## config.mk

```make
export PLATFORM = sky130hd
export DESIGN_NAME = output_channel_sequencer
export DESIGN_NICKNAME = d
export VERILOG_FILES = /design/src/rtl/wavelet_output_pkg.sv /design/src/rtl/channel_priority_finder.sv /design/src/rtl/output_channel_sequencer.sv
export SDC_FILE = /design/constraint.sdc
export NUM_CORES = 1
export LEC_CHECK = 0
export CORE_MARGIN = 5
export CORE_UTILIZATION = 60
export CTS_BUF_LIST = sky130_fd_sc_hd__clkbuf_8
export CTS_CLUSTER_DIAMETER = 150
export DETAILED_ROUTE_END_ITERATION = 16
export DONT_BUFFER_PORTS = 1
export HOLD_SLACK_MARGIN = 0.08
export PLACE_DENSITY = 0.76
export SYNTH_ARGS = -nofsm -noshare
export SYNTH_HDL_FRONTEND = slang
export SYNTH_SLANG_ARGS = --single-unit
```

## constraint.sdc

```tcl
create_clock -name clk -period 4.33 [get_ports clk]
set_input_delay 0.6495 -clock clk [delete_from_list [all_inputs] [get_ports clk]]
set_output_delay 0.6495 -clock clk [all_outputs]
set_load 0.005 [all_outputs]
```

## src/rtl/wavelet_output_pkg.sv

```systemverilog
// ----------------------------------------------------------------------------
// wavelet_output_pkg
// Shared encodings for the wavelet output channel sequencer.
//   state_t : sequencer FSM states (ST_IDLE, ST_EMIT)
//   mode_t  : channel selection mode (MODE_STATIC, MODE_SCAN)
// ----------------------------------------------------------------------------
package wavelet_output_pkg;

    typedef enum logic {
        ST_IDLE = 1'b0,
        ST_EMIT = 1'b1
    } state_t;

    typedef enum logic {
        MODE_STATIC = 1'b0,
        MODE_SCAN   = 1'b1
    } mode_t;

endpackage

```

## src/rtl/channel_priority_finder.sv

```systemverilog
// ----------------------------------------------------------------------------
// channel_priority_finder
// Finds the lowest set bit of a channel mask at an index above a base
// pointer (or at/above it when i_inclusive is set).
// Ports:
//   i_mask      - channel enable mask
//   i_base      - search starts relative to this channel index
//   i_inclusive - 1: base itself is a candidate; 0: strictly above base
//   o_index     - lowest qualifying channel (0 when none)
//   o_none      - no qualifying channel exists
// ----------------------------------------------------------------------------
module channel_priority_finder #(
    parameter int NUM_FILTERS = 8,
    parameter int SEL_WIDTH   = 3
) (
    input  logic [NUM_FILTERS-1:0] i_mask,
    input  logic [SEL_WIDTH-1:0]   i_base,
    input  logic                   i_inclusive,
    output logic [SEL_WIDTH-1:0]   o_index,
    output logic                   o_none
);

    // Walk from the top down so the last hit written is the lowest index.
    always_comb begin
        // NOTE: every output gets a default before the loop, otherwise a
        // path that never hits would hold the old value and infer a latch.
        o_index = '0;
        o_none  = 1'b1;
        for (int k = NUM_FILTERS - 1; k >= 0; k--) begin
            if (i_mask[k] && ((k > int'(i_base)) || (i_inclusive && (k == int'(i_base))))) begin
                o_index = SEL_WIDTH'(k);
                o_none  = 1'b0;
            end
        end
    end

endmodule

```

## src/rtl/output_channel_sequencer.sv

```systemverilog
// ----------------------------------------------------------------------------
// output_channel_sequencer
// Serialises one filter-bank sample set into a stream of channel words with
// a valid/ready handshake. Static mode emits one selected channel; scan mode
// emits every channel enabled in the captured mask, lowest index first.
// Ports:
//   clk, rst                  - clock, synchronous active-high reset
//   i_truncated_wavelet_out   - all channel words, channel k at [k*W +: W]
//   i_sample_valid            - new sample set present this cycle
//   i_mode                    - 0 static, 1 scan
//   i_select_output_channel   - channel used in static mode
//   i_channel_mask            - channels enabled in scan mode
//   i_ready                   - downstream accepts the current word
//   o_multiplexed_wavelet_out - current word
//   o_valid                   - current word is valid
//   o_frame_start             - current word is the first of its frame
//   o_overrun                 - sticky: a sample set was dropped
//   o_channel                 - index of current word (only with
//                               OUTPUT_SEQ_CHANNEL_TAG_EN defined)
// ----------------------------------------------------------------------------
module output_channel_sequencer
    import wavelet_output_pkg::*;
#(
    parameter int NUM_FILTERS    = 8,
    parameter int SUM_TRUNCATION = 8,
    parameter int SEL_WIDTH      = 3
) (
    input  logic                                  clk,
    input  logic                                  rst,
    input  logic [NUM_FILTERS*SUM_TRUNCATION-1:0] i_truncated_wavelet_out,
    input  logic                                  i_sample_valid,
    input  logic                                  i_mode,
    input  logic [SEL_WIDTH-1:0]                  i_select_output_channel,
    input  logic [NUM_FILTERS-1:0]                i_channel_mask,
    input  logic                                  i_ready,
`ifdef OUTPUT_SEQ_CHANNEL_TAG_EN
    output logic [SEL_WIDTH-1:0]                  o_channel,
`endif
    output logic [SUM_TRUNCATION-1:0]             o_multiplexed_wavelet_out,
    output logic                                  o_valid,
    output logic                                  o_frame_start,
    output logic                                  o_overrun
);

    state_t                              r_state;
    state_t                              w_state_next;
    logic [NUM_FILTERS*SUM_TRUNCATION-1:0] r_snapshot;
    mode_t                               r_snap_mode;
    logic [NUM_FILTERS-1:0]              r_snap_mask;
    logic [SEL_WIDTH-1:0]                r_pointer;
    logic [SUM_TRUNCATION-1:0]           r_data;
    logic                                r_frame_start;
    logic                                r_overrun;
`ifdef OUTPUT_SEQ_CHANNEL_TAG_EN
    logic [SEL_WIDTH-1:0]                r_channel;
`endif

    logic                                w_capture;
    logic                                w_advance;
    logic                                w_final_hs;
    logic                                w_overrun_set;
    logic [SEL_WIDTH-1:0]                w_static_ch;
    logic [SEL_WIDTH-1:0]                w_scan_first_ch;
    logic                                w_scan_none;
    logic [SEL_WIDTH-1:0]                w_cap_ch;
    logic                                w_cap_empty;
    logic [SUM_TRUNCATION-1:0]           w_cap_word;
    logic [SEL_WIDTH-1:0]                w_next_ch;
    logic                                w_next_none;
    logic [SUM_TRUNCATION-1:0]           w_next_word;

    // First enabled channel of the live mask, used when capturing.
    channel_priority_finder #(.NUM_FILTERS(NUM_FILTERS), .SEL_WIDTH(SEL_WIDTH)) u_first_finder (
        .i_mask      (i_channel_mask),
        .i_base      ('0),
        .i_inclusive (1'b1),
        .o_index     (w_scan_first_ch),
        .o_none      (w_scan_none)
    );

    // Next enabled channel above the one being presented, from the snapshot.
    channel_priority_finder #(.NUM_FILTERS(NUM_FILTERS), .SEL_WIDTH(SEL_WIDTH)) u_next_finder (
        .i_mask      (r_snap_mask),
        .i_base      (r_pointer),
        .i_inclusive (1'b0),
        .o_index     (w_next_ch),
        .o_none      (w_next_none)
    );

    // Out-of-range static selects fall back to channel 0.
    assign w_static_ch = (int'(i_select_output_channel) >= NUM_FILTERS) ? '0 : i_select_output_channel;
    assign w_cap_ch    = (i_mode == MODE_SCAN) ? w_scan_first_ch : w_static_ch;
    assign w_cap_empty = (i_mode == MODE_SCAN) && w_scan_none;
    assign w_cap_word  = i_truncated_wavelet_out[int'(w_cap_ch)*SUM_TRUNCATION +: SUM_TRUNCATION];
    assign w_next_word = r_snapshot[int'(w_next_ch)*SUM_TRUNCATION +: SUM_TRUNCATION];

    always_comb begin
        w_state_next  = r_state;
        w_capture     = 1'b0;
        w_advance     = 1'b0;
        w_final_hs    = 1'b0;
        w_overrun_set = 1'b0;
        case (r_state)
            ST_IDLE: begin
                if (i_sample_valid) begin
                    w_capture = 1'b1;
                    if (!w_cap_empty) w_state_next = ST_EMIT;
                end
            end
            ST_EMIT: begin
                if (i_ready) begin
                    if ((r_snap_mode == MODE_SCAN) && !w_next_none) begin
                        w_advance = 1'b1;
                    end else begin
                        // Last word accepted: a coincident sample set starts
                        // the next frame back-to-back instead of overrunning.
                        w_final_hs   = 1'b1;
                        w_state_next = ST_IDLE;
                        if (i_sample_valid) begin
                            w_capture = 1'b1;
                            if (!w_cap_empty) w_state_next = ST_EMIT;
                        end
                    end
                end
                if (i_sample_valid && !w_final_hs) w_overrun_set = 1'b1;
            end
            default: w_state_next = ST_IDLE;
        endcase
    end

    always_ff @(posedge clk) begin
        // NOTE: sequential state uses non-blocking assignments so every
        // register samples pre-edge values regardless of statement order.
        if (rst) r_state <= ST_IDLE;
        else     r_state <= w_state_next;
    end

    always_ff @(posedge clk) begin
        if (rst) begin
            // NOTE: the snapshot is a plain register bank, not a RAM, so it is
            // cleared with everything else to leave no stale frame behind.
            r_snapshot    <= '0;
            r_snap_mode   <= MODE_STATIC;
            r_snap_mask   <= '0;
            r_pointer     <= '0;
            r_data        <= '0;
            r_frame_start <= 1'b0;
            r_overrun     <= 1'b0;
`ifdef OUTPUT_SEQ_CHANNEL_TAG_EN
            r_channel     <= '0;
`endif
        end else begin
            if (w_capture) begin
                r_snapshot    <= i_truncated_wavelet_out;
                r_snap_mode   <= mode_t'(i_mode);
                r_snap_mask   <= i_channel_mask;
                r_data        <= w_cap_word;
                r_pointer     <= w_cap_ch;
                r_frame_start <= !w_cap_empty;
`ifdef OUTPUT_SEQ_CHANNEL_TAG_EN
                r_channel     <= w_cap_ch;
`endif
            end else if (w_advance) begin
                r_data        <= w_next_word;
                r_pointer     <= w_next_ch;
                r_frame_start <= 1'b0;
`ifdef OUTPUT_SEQ_CHANNEL_TAG_EN
                r_channel     <= w_next_ch;
`endif
            end else if (w_final_hs) begin
                r_frame_start <= 1'b0;
            end
            if (w_overrun_set) r_overrun <= 1'b1;
        end
    end

    assign o_valid                   = (r_state == ST_EMIT);
    assign o_multiplexed_wavelet_out = r_data;
    assign o_frame_start             = r_frame_start;
    assign o_overrun                 = r_overrun;
`ifdef OUTPUT_SEQ_CHANNEL_TAG_EN
    assign o_channel                 = r_channel;
`endif

endmodule

```

# Word-level counts from Yosys, hierarchy flattened
# Index checks and enable logic that the tools add are counted.
# word_totals
reg_bits,87
input_bits,80
out_inout_bits,11
elab_cells,89
# op_classes
order_cmp,7
shift,2
mux,56
bitwise,1
reduce_logical,15
# ops
cell,count
$shiftx 64x7->8,2
$mux 3,18
$mux 1,34
$mux 8,2
$gt 3x3->1 const A,4
$logic_and 1x1->1,10
$gt 2x3->1 const A,2
$pmux 1 s2,2
$gt 1x3->1 const A,1
$logic_not 1->1,3
$reduce_bool 3->1,1
$reduce_bool 2->1,1
$not 1->1,1

# Longest topological paths before layout
# Gate-level depths: netlist of run 1.
# depth
word_depth,18
ltp_mapped,10
mapped_depth_nobuf,7

# By module
# A second synthesis of run 1 with hierarchy kept.
# hier_totals
hier_cells,644
area_unflattened_um2,4952.2
# by_module_without_submodules
module,n_inst,cells_each,area_per_inst_um2,seq_area_each_um2
output_channel_sequencer,1,546,4381.7,1741.7
channel_priority_finder,2,49,285.3,0.0

# Worst setup path before layout of run 1
# Ideal clock, no wire load.
# synth_timing
kind,register -> register
from,register r_pointer[0]
to,"register r_data[3], in the netlist o_multiplexed_wavelet_out[3]"
setup_time_ps,92
t_arrival_ps,2120
required_ps,4238
setup_slack_ps,2118
path_stages_with_launch,11
n_path_buf,3
synth_period_minus_slack_ps,2212
cell_sequence,dfxtp_1 buf_6 or3b_4 a32o_2 a22o_1 buf_2 buf_6 mux2i_1 o22ai_1 nor3_1 nor4_1
# synth_via
elab_chain_len,15
word_cells_on_any_way,40
cone_classes,order compare (7); shift (1); mux (22); reduce/logical (10)
# synth_lines
element,line_no,rtl
from (decl),output_channel_sequencer.sv:50,logic [SEL_WIDTH-1:0] r_pointer;
from (signal assigned),output_channel_sequencer.sv:158,r_pointer <= w_cap_ch;
from (signal assigned),output_channel_sequencer.sv:165,r_pointer <= w_next_ch;
branches (longest 15 deep; another with $gt 3x3->1),n/a,
to (signal assigned),output_channel_sequencer.sv:157,r_data <= w_cap_word;
to (signal assigned),output_channel_sequencer.sv:164,r_data <= w_next_word;
to (decl),output_channel_sequencer.sv:51,logic [SUM_TRUNCATION-1:0] r_data;
# Several ways; the timed one is not identified. The select of a mux whose other input is x is not followed.
# A chain may end at the register's enable or synchronous reset.

# Worst setup path after layout of run 1
# layout_timing
from,register r_pointer[2]
to,"register r_data[0], in the netlist o_multiplexed_wavelet_out[0]"
# Same word-level chain as after synthesis.

==> results of run 1 <==
## power by group
group	internal [mW]	total [mW]	leakage (nW)	switching, mW
Combinational	0.131	0.350	0.950	0.219
Clock	0.287	0.595	0.103	0.308
Sequential	0.845	0.886	0.708	0.0413
Total	1.26	1.83	1.76	0.569
## critical path: stages (launching register included)
cell       delay, ns
dfxtp_1         0.55
o2bb2ai_1       0.23
a41oi_1         0.15
a311oi_1        0.47
nand2_2         0.60
or2_1           0.56
nor3_1          0.24
nor4_1          0.08
## final timing paths
path | to | from | slack, ns
min | r_snapshot[6] | rst | 0.34
max | o_multiplexed_wavelet_out[0] | r_pointer[2] | 1.31
max reg2reg | o_multiplexed_wavelet_out[0] | r_pointer[2] | 1.31
min reg2reg | r_snapshot[20] | r_snapshot[20] | 0.45
## kinds of logic after synthesis
| logic type | after synthesis | share of synthesized area (%) |
|---|---|---|
| multiplexers | 32 | 7.19 |
| AO/OA/AOI/OAI | 167 | 21.7 |
| buffers and inverters | 48 | 5.05 |
| AND/OR/NAND/NOR | 288 | 27.4 |
| flip-flops | 86 | 38.6 |
## flip-flops by register name, indices dropped and copies added (netlist names)
register	count
r_snap_mode	1
o_multiplexed_wavelet_out	8
o_frame_start	1
o_valid	1
r_snapshot	64
o_overrun	1
r_snap_mask	7
r_pointer	3
## per-stage QoR
| stage | cells | power [mW] | utilization (%) | hold slack, ns | cell area, um^2 |
|---|---|---|---|---|---|
| after floorplan | 621 | 1.19 | - | 0.436 | 4460 |
| after global placement | 680 | 1.24 | 60.8 | 0.435 | 4410 |
| after detailed placement | 680 | 1.25 | 60.8 | 0.440 | 4410 |
| after CTS | 696 | 1.82 | 63.6 | 0.340 | 4620 |
| after global routing | 696 | 1.91 | 63.6 | 0.328 | 4620 |
| final | 696 | 1.83 | 63.6 | 0.344 | 4620 |
## cell usage in the layout, fill, tap and decap left out, types with 2 or more instances in the layout
master and n:
o21bai_1 9, nor4_1 9, clkbuf_8 10, inv_6 2, a21oi_1 112, nor2b_1 3
a211oi_1 2, nand2_1 213, inv_1 5, a31o_2 2, nor2_1 10, nor3_1 28
mux2i_1 32, nand3_1 3, dfxtp_1 86, buf_4 3, nand2b_1 9, a31oi_1 3
nand2_2 2, and2_1 2, o21ai_0 5, o22ai_1 19
## final cells by class
class,count,area [um^2]
sequential,86,1720
timing repair buffer,3,22.5
fill,681,2640
clock buffer,10,138
tap,99,124
inverter,5,18.8
clock inverter,6,68.8
multi-input combinational,487,2520
## synth_stat cells, drive strengths merged (2+ instances only)
cell type    n
a211oi       2
a21oi      113
a31o         2
a31oi        4
and2         2
buf         12
clkbuf      31
dfxtp       86
inv          5
mux2i       32
nand2      215
nand2b       9
nand3        3
nor2        10
nor2b        3
nor3        29
nor4         9
o21ai        6
o21bai       9
o22ai       19
## layer usage
metal | global-route usage [%] | routed length [um]
met5 | 0 | 0
met1 | 38.1 | 5240
met4 | 9.12 | 250
met3 | 7.35 | 1280
met2 | 47.2 | 6280
==> out/metrics.yaml, run 1 <==
run:
  maxCapViolations: 0
logic_synthesis:
  ys.flop_type: "dfxtp_1"
  synthDistinctLibCells: 46
  yosys.area.top_type: "dfxtp_1"
  synth_seq_cells: 86
  synth_edf_count: 0
  postSynth.asyncResetShare_pct: 0
  seq_area_frac_synth_pct: 38.6
  syn_area_mm2: 0.00446
  yosys.area.top_type_share_pct: 38.6
  yosysWarnings: 0
  netlist_instances: 621
  syn-num-nets: 701
  syn_area_per_cell_um2: 7.17
  synthTopCellsByArea: "dfxtp_1 39%, nand2_1 18%, a21oi_1 13%, mux2i_1 7.2%, nor3_1 3.3%"
sta:
  relSlewSlack_pct: 26.1
  setup_viol: 0
  rsz0062_at_grt: "false"
  tightest_slew_ns: 1.11
  finalSetupTns_ns: 0
  max_clock_freq_ghz: 0.331
  worst_clock_skew_ns: 0.0133
  hold_viol_final: 0
  drv_slew: 0
  fin_ws_ns: 1.31
  fin_crit_sh_pct: 69.8
  fin_crit_ns: 3.02
clock_network:
  cts_setup_buffers: 0
  clock-sinks: 86
  path_clk_slew_ns: 0.10
  cts-hold-fix-buffers: 0
  cts_max_level: 3
  root_buffer: "clkbuf_8"
  clock_latency_ns: 0.37
  cts_buffer_depth: 2
  cts_tree: "done"
  ctsResizeCount: 0
  cts_buffers: 9
critical_path:
  reg2reg_depth: 7
  cp-start-kind: "flop"
  cp_data_required_time_ns: 4.57
  cp.arrival_ns: 3.26
  critPathMaxFanout: 46
  cp-end-kind: "flop"
  crit_type: "flop to flop"
detailed_routing:
  num_vias: 4337
  ant_nets: 0
  via_per_inst: 6.23
  remaining_drc_errors: 0
  drtPass1Iterations: 5
  drtIter0Drc: 470
  avgRoutedWirePerCell_um: 18.7
  wirelength_mm: 13.0
floorplan:
  core_area_mm2: 0.00725
  boundaryPins: 91
  initial_core_util_pct: 61.4
  fp.dieArea_mm2: 0.00925
  die_y_um: 96.2
  rows: 31
  fp.dieW_um: 96.2
min_path:
  min_path_cells: 1
  hp-class: "primary input to flop"
placed_design:
  routabilityCongestion: 0.880
  dp_slack_ns: 1.38
  port_buffers: 0
  hpwl_mm: 9.25
finish:
  drive_gt1_share_pct: 5.03
  antennaDiodeCount: 0
  area_growth_pct: 3.59
  nets: 672
pwr:
  p_per_area_mw_per_mm2: 397
  power.ir.vdd_worst_v: 0.000183
  leakage_nw: 1.76
grt:
  grt_max_degree: 87
  grt_pass1_wl_mm: 20.7
  grtUsageTotal_pct: 29.2
  grt_pass1_vias: 4030
  grt_antenna_before_repair: 0
  grt-ovfl-total: 0
status:
  status: "completed"
Note: power is estimated with default switching activity, not from simulation.
==> inputs of run 2 (changes only) <==
- PLACE_DENSITY: 0.76 -> 0.79
- clock period: 4.33 -> 2.7 ns (I/O delays scaled with it)
==> out/metrics.yaml, run 2 (same netlist as run 1, synthesis figures left out) <==
status:
  status: "completed"
clock_network:
  clock-sinks: 86  # unchanged
  cts_buffer_depth: 2  # unchanged
  path_clk_slew_ns: 0.08  # -0.02 ns
  root_buffer: "clkbuf_8"
  cts-hold-fix-buffers: 0  # unchanged
  cts_setup_buffers: 0  # unchanged
  cts_tree: "done"
  cts_buffers: 9  # unchanged
  ctsResizeCount: 0  # unchanged
  cts_max_level: 3  # unchanged
  clock_latency_ns: 0.37  # about the same
sta:
  hold_viol_final: 0  # unchanged
  max_clock_freq_ghz: 0.410  # +24%
  fin_crit_ns: 2.44  # -0.582 ns
  drv_slew: 0  # unchanged
  setup_viol: 0  # unchanged
  relSlewSlack_pct: 47.6  # +22 points
  worst_clock_skew_ns: 0.0119  # -0.00136 ns
  finalSetupTns_ns: 0  # unchanged
  tightest_slew_ns: 0.786  # -0.323 ns
  rsz0062_at_grt: "false"
  fin_crit_sh_pct: 90.3  # +21 points
detailed_routing:
  wirelength_mm: 13.2  # +0.87%
  num_vias: 4379  # +0.97%
  drtPass1Iterations: 8  # +3
  avgRoutedWirePerCell_um: 18.7  # -0.27%
  ant_nets: 0  # unchanged
  via_per_inst: 6.22  # -0.18%
  remaining_drc_errors: 0  # unchanged
  drtIter0Drc: 405  # -14%
critical_path:
  cpPeakStageDelay_ns: 0.59  # about the same
  critPathMaxFanout: 12  # -74%
  path_cells: "nor2b_1 > a2111oi_2 > a311oi_2 > nand2_2 > or2_1 > nor3_1 > nor4_1"
  cp_data_required_time_ns: 2.97  # -1.60 ns
  cp-end-kind: "flop"
  cp.arrival_ns: 2.71  # -0.55 ns
  path_buf_inv: 0  # unchanged
  cpMaxStageDelayCell: "a2111oi_2"
  crit_type: "flop to flop"
  cpLargestDelayFamily: "simple AND/OR/NAND/NOR gates"
  cp-start-kind: "flop"
placed_design:
  dp_cells: 689  # +1.3%
  dpl-instance-area_mm2: 0.00448  # +1.5%
  routabilityCongestion: 0.914  # +3.8%
  port_buffers: 0  # unchanged
  hpwl_mm: 9.58  # +3.6%
finish:
  antennaDiodeCount: 0  # unchanged
  area_growth_pct: 4.44
  mostFrequentLayoutCell: "nand2_1"
  largest_register_ffs: 64  # unchanged
  regMostFlops: "r_snapshot"
  nets: 681  # +1.3%
  layout.cells.non_filler: 704  # +1.1%
  mostFrequentLayoutCells: "213 x nand2_1, 112 x a21oi_1, 86 x dfxtp_1"
  drive_gt1_share_pct: 6.45  # +1.4 points
  final_cell_area_mm2: 0.00465  # +0.81%
pwr:
  power.ir.vdd_worst_v: 0.000371  # +100%
  leakage_nw: 1.78  # +1.3%
  p_per_area_mw_per_mm2: 609  # +54%
grt:
  grt_pass1_vias: 3967  # -1.6%
  grtUsageTotal_pct: 29.3  # +0.094 points
  grt_pass1_wl_mm: 20.7  # -0.16%
  grt_max_degree: 87  # unchanged
  grt_antenna_before_repair: 0  # unchanged
  grt-ovfl-total: 0  # unchanged
floorplan:
  boundaryPins: 91  # unchanged
  fp.dieArea_mm2: 0.00925  # unchanged
  die_y_um: 96.2  # unchanged
  initial_core_util_pct: 61.4  # unchanged
  fp.dieW_um: 96.2  # unchanged
  core_area_mm2: 0.00725  # unchanged
  rows: 31  # unchanged
run:
  maxCapViolations: 0  # unchanged
min_path:
  hp-class: "primary input to flop"
## run 2: cell types whose count changed in the layout (fill, tap and decap cells not counted)
cell,before,now
clkbuf_8,10,9
a311oi_1,1,0
a311oi_2,0,1
clkinvlp_4,1,2
o21ai_0,5,4
buf_4,3,12
o21ai_1,1,2
bufinv_16,1,0
## run 2: worst paths after layout
check,from,end,slack (ns),depth (start not counted)
worst max register to register,r_pointer[1],o_multiplexed_wavelet_out[6],0.26,7
worst min-delay path,rst,r_snapshot[0],0.11,1
worst min register to register,r_snapshot[52],r_snapshot[52],0.46,2
worst max-delay path,r_pointer[1],o_multiplexed_wavelet_out[6],0.26,7
## run 2: power by group
part / internal (mW) / switching, mW
Sequential: 1.35 / 0.0704
Clock: 0.335 / 0.490
Combinational: 0.227 / 0.356
Total: 1.92 / 0.916
## run 2: worst register-to-register path, stage by stage (launching register included)
cell	delay, ns
dfxtp_1	0.41
nor2b_1	0.20
a2111oi_2	0.59
a311oi_2	0.23
nand2_2	0.15
or2_1	0.34
nor3_1	0.14
nor4_1	0.28
## run 2: cell type report
type / count / area (um^2)
Sequential cell: 86 / 1720
Clock buffer: 9 / 124
Clock inverter: 6 / 46.3
Timing Repair Buffer: 12 / 90.1
Multi-Input combinational cell: 487 / 2530
Tap cell: 99 / 124
Inverter: 5 / 18.8
Fill cell: 683 / 2600
## run 2: routing by layer
layer | wire [um] | track usage [%]
met5 | 0 | 0
met4 | 311 | 9.83
met3 | 1640 | 10.6
met2 | 5940 | 43.0
met1 | 5270 | 39.5
## run 2: metrics by stage
stage / utilization [%] / power [mW] / setup WS [ns] / hold slack (ns)
final: 64.2 / 2.83 / 0.261 / 0.106
after global routing: 64.2 / 2.97 / 0.0892 / 0.0862
after CTS: 64.1 / 2.82 / 0.199 / 0.0930
after detailed placement: 61.7 / 2.02 / 0.209 / 0.440
after global placement: 61.7 / 2.01 / 0.226 / 0.435
after floorplan: - / 1.91 / 0.488 / 0.436
==> inputs of run 3 (changes only) <==
- CELL_PAD_IN_SITES_DETAIL_PLACEMENT: unset -> 1
- CELL_PAD_IN_SITES_GLOBAL_PLACEMENT: unset -> 2
- CORE_UTILIZATION: 60 -> 33
- PLACE_DENSITY: 0.79 -> 0.78
==> out/metrics.yaml, run 3 (same netlist as run 1, synthesis figures left out) <==
floorplan:
  die_y_um: 126  # +31%
  rows: 42  # +35%
  fp.dieArea_mm2: 0.0159  # +72%
  fp.dieW_um: 126  # +31%
  initial_core_util_pct: 33.6  # -28 points
  core_area_mm2: 0.0132  # +83%
  boundaryPins: 91  # unchanged
critical_path:
  crit_path_start: "r_pointer[2]"
  reg2reg_depth: 7  # unchanged
  critPathMaxFanout: 11  # -1
  cp.arrival_ns: 2.84  # +0.13 ns
  cpLargestDelayFamily: "simple AND/OR/NAND/NOR gates"
  reg2reg_slack_ns: 0.12  # -0.14 ns
  cp-start-kind: "flop"
  cp_data_required_time_ns: 2.96  # about the same
  r2r-start: "r_pointer[2]"
  path_cells: "o21bai_1 > and4_1 > a21oi_1 > nor3_2 > nand2_1 > nor3_1 > nor4_1"
  cpPeakStageDelay_ns: 0.60  # about the same
  cpMaxStageDelayCell: "dfxtp_1"
  cp-end-kind: "flop"
  worst-path-stages: 7  # unchanged
  path_buf_inv: 0  # unchanged
  rr_endpoint: "o_multiplexed_wavelet_out[1]"
  crit_type: "flop to flop"
finish:
  final_cell_area_mm2: 0.00487  # +4.6%
  antennaDiodeCount: 0  # unchanged
  drive_gt1_share_pct: 6.58  # +0.13 points
  regMostFlops: "r_snapshot"
  largest_register_ffs: 64  # unchanged
  nets: 683  # +0.29%
  mostFrequentLayoutCell: "nand2_1"
  mostFrequentLayoutCells: "213 x nand2_1, 112 x a21oi_1, 86 x dfxtp_1"
  area_growth_pct: 9.21
sta:
  fin_crit_ns: 2.58  # +0.141 ns
  hold_viol_final: 0  # unchanged
  drv_slew: 0  # unchanged
  fin_crit_sh_pct: 95.6  # +5.2 points
  fin_ws_ns: 0.120  # -0.141 ns
  worst_clock_skew_ns: 0.0150  # +0.00309 ns
  tightest_slew_ns: 0.879  # +0.0927 ns
  setup_viol: 0  # unchanged
  max_clock_freq_ghz: 0.388  # -5.5%
  relSlewSlack_pct: 41.4  # -6.2 points
grt:
  grt_util_met1_pct: 26.7  # -13 points
  met3_usage_pct: 5.88  # -4.7 points
  grt-ovfl-total: 0  # unchanged
  grtUsageTotal_pct: 20.3  # -9.0 points
  grt_max_degree: 77  # -11%
  grt_pass1_wl_mm: 25.3  # +22%
  use_met2_pct: 32.1  # -11 points
  grt_pass1_vias: 4522  # +14%
  grt_antenna_before_repair: 0  # unchanged
  busiest_layer: "met2"
detailed_routing:
  drtPass1Iterations: 4  # -4
  remaining_drc_errors: 0  # unchanged
  ant_nets: 0  # unchanged
  wirelength_mm: 16.2  # +23%
  drtIter0Drc: 264  # -35%
  via_per_inst: 5.50  # -12%
  avgRoutedWirePerCell_um: 20.6  # +10%
  num_vias: 4311  # -1.6%
min_path:
  hp-class: "primary input to flop"
  min_path_cells: 1  # unchanged
  hp-start: "rst"
  hold_path_end: "r_snapshot[18]"
clock_network:
  cts_tree: "done"
  clock-sinks: 86  # unchanged
  cts_buffers: 9  # unchanged
  root_buffer: "clkbuf_8"
  path_clk_slew_ns: 0.09  # about the same
  cts_buffer_depth: 2  # unchanged
  cts_setup_buffers: 0  # unchanged
  cts_max_level: 3  # unchanged
  clock_latency_ns: 0.38  # about the same
pwr:
  p_per_area_mw_per_mm2: 634  # +4.1%
  total_power_mw: 3.09  # +8.9%
  leakage_nw: 1.84  # +3.0%
  power.ir.vdd_worst_v: 0.000204  # -45%
placed_design:
  routabilityCongestion: 0.859  # -6.0%
  hpwl_mm: 11.6  # +22%
  dpl-instance-area_mm2: 0.00460  # +2.7%
  dp_slack_ns: 0.0731  # -0.136 ns
  port_buffers: 0  # unchanged
status:
  status: "completed"
run:
  maxCapViolations: 0  # unchanged
run 3: repair_timing:
action,CTS,global route
resized for setup,0,4
endpoints found under the setup margin,0,8
hold endpoints to repair,11,2
hold buffers,1,1
run 3: worst max path at each step:
stage | endpoint | slack [ns]
floorplan | o_multiplexed_wavelet_out[3] | 0.49
detailed placement | o_multiplexed_wavelet_out[7] | 0.07
CTS | o_multiplexed_wavelet_out[7] | 0.05
global placement | o_multiplexed_wavelet_out[7] | 0.16
global route | o_multiplexed_wavelet_out[7] | -0.04
finish | o_multiplexed_wavelet_out[1] | 0.12
run 3: area by class of cell:
type                            count  area (um^2)
Clock buffer                       10          138
Clock inverter                      6         86.3
Fill cell                        1678         8380
Inverter                            5         18.8
Multi-Input combinational cell    487         2550
Sequential cell                    86         1720
Tap cell                          176          220
Timing Repair Buffer               14          135
run 3: metal layers:
metal,vias to the layer above,routed length (um)
li1,2108,-
met1,2078,7180
met2,109,7360
met3,16,1350
met4,0,293
met5,-,0
run 3: report_power, final:
| group | internal, mW | leakage [nW] | switching (mW) |
|---|---|---|---|
| clock network | 0.545 | 0.118 | 0.489 |
| registers | 1.35 | 0.708 | 0.0712 |
| logic | 0.240 | 1.01 | 0.386 |
run 3: stage by stage:
stage | hold slack, ns | utilization [%] | setup TNS [ns] | std cells
floorplan | 0.436 | - | 0 | 621
finish | 0.108 | 36.7 | 0 | 784
detailed placement | 0.443 | 34.7 | 0 | 766
CTS | 0.0812 | 36.5 | 0 | 783
global placement | 0.436 | 34.7 | 0 | 766
global route | 0.0929 | 36.7 | -0.0487 | 784
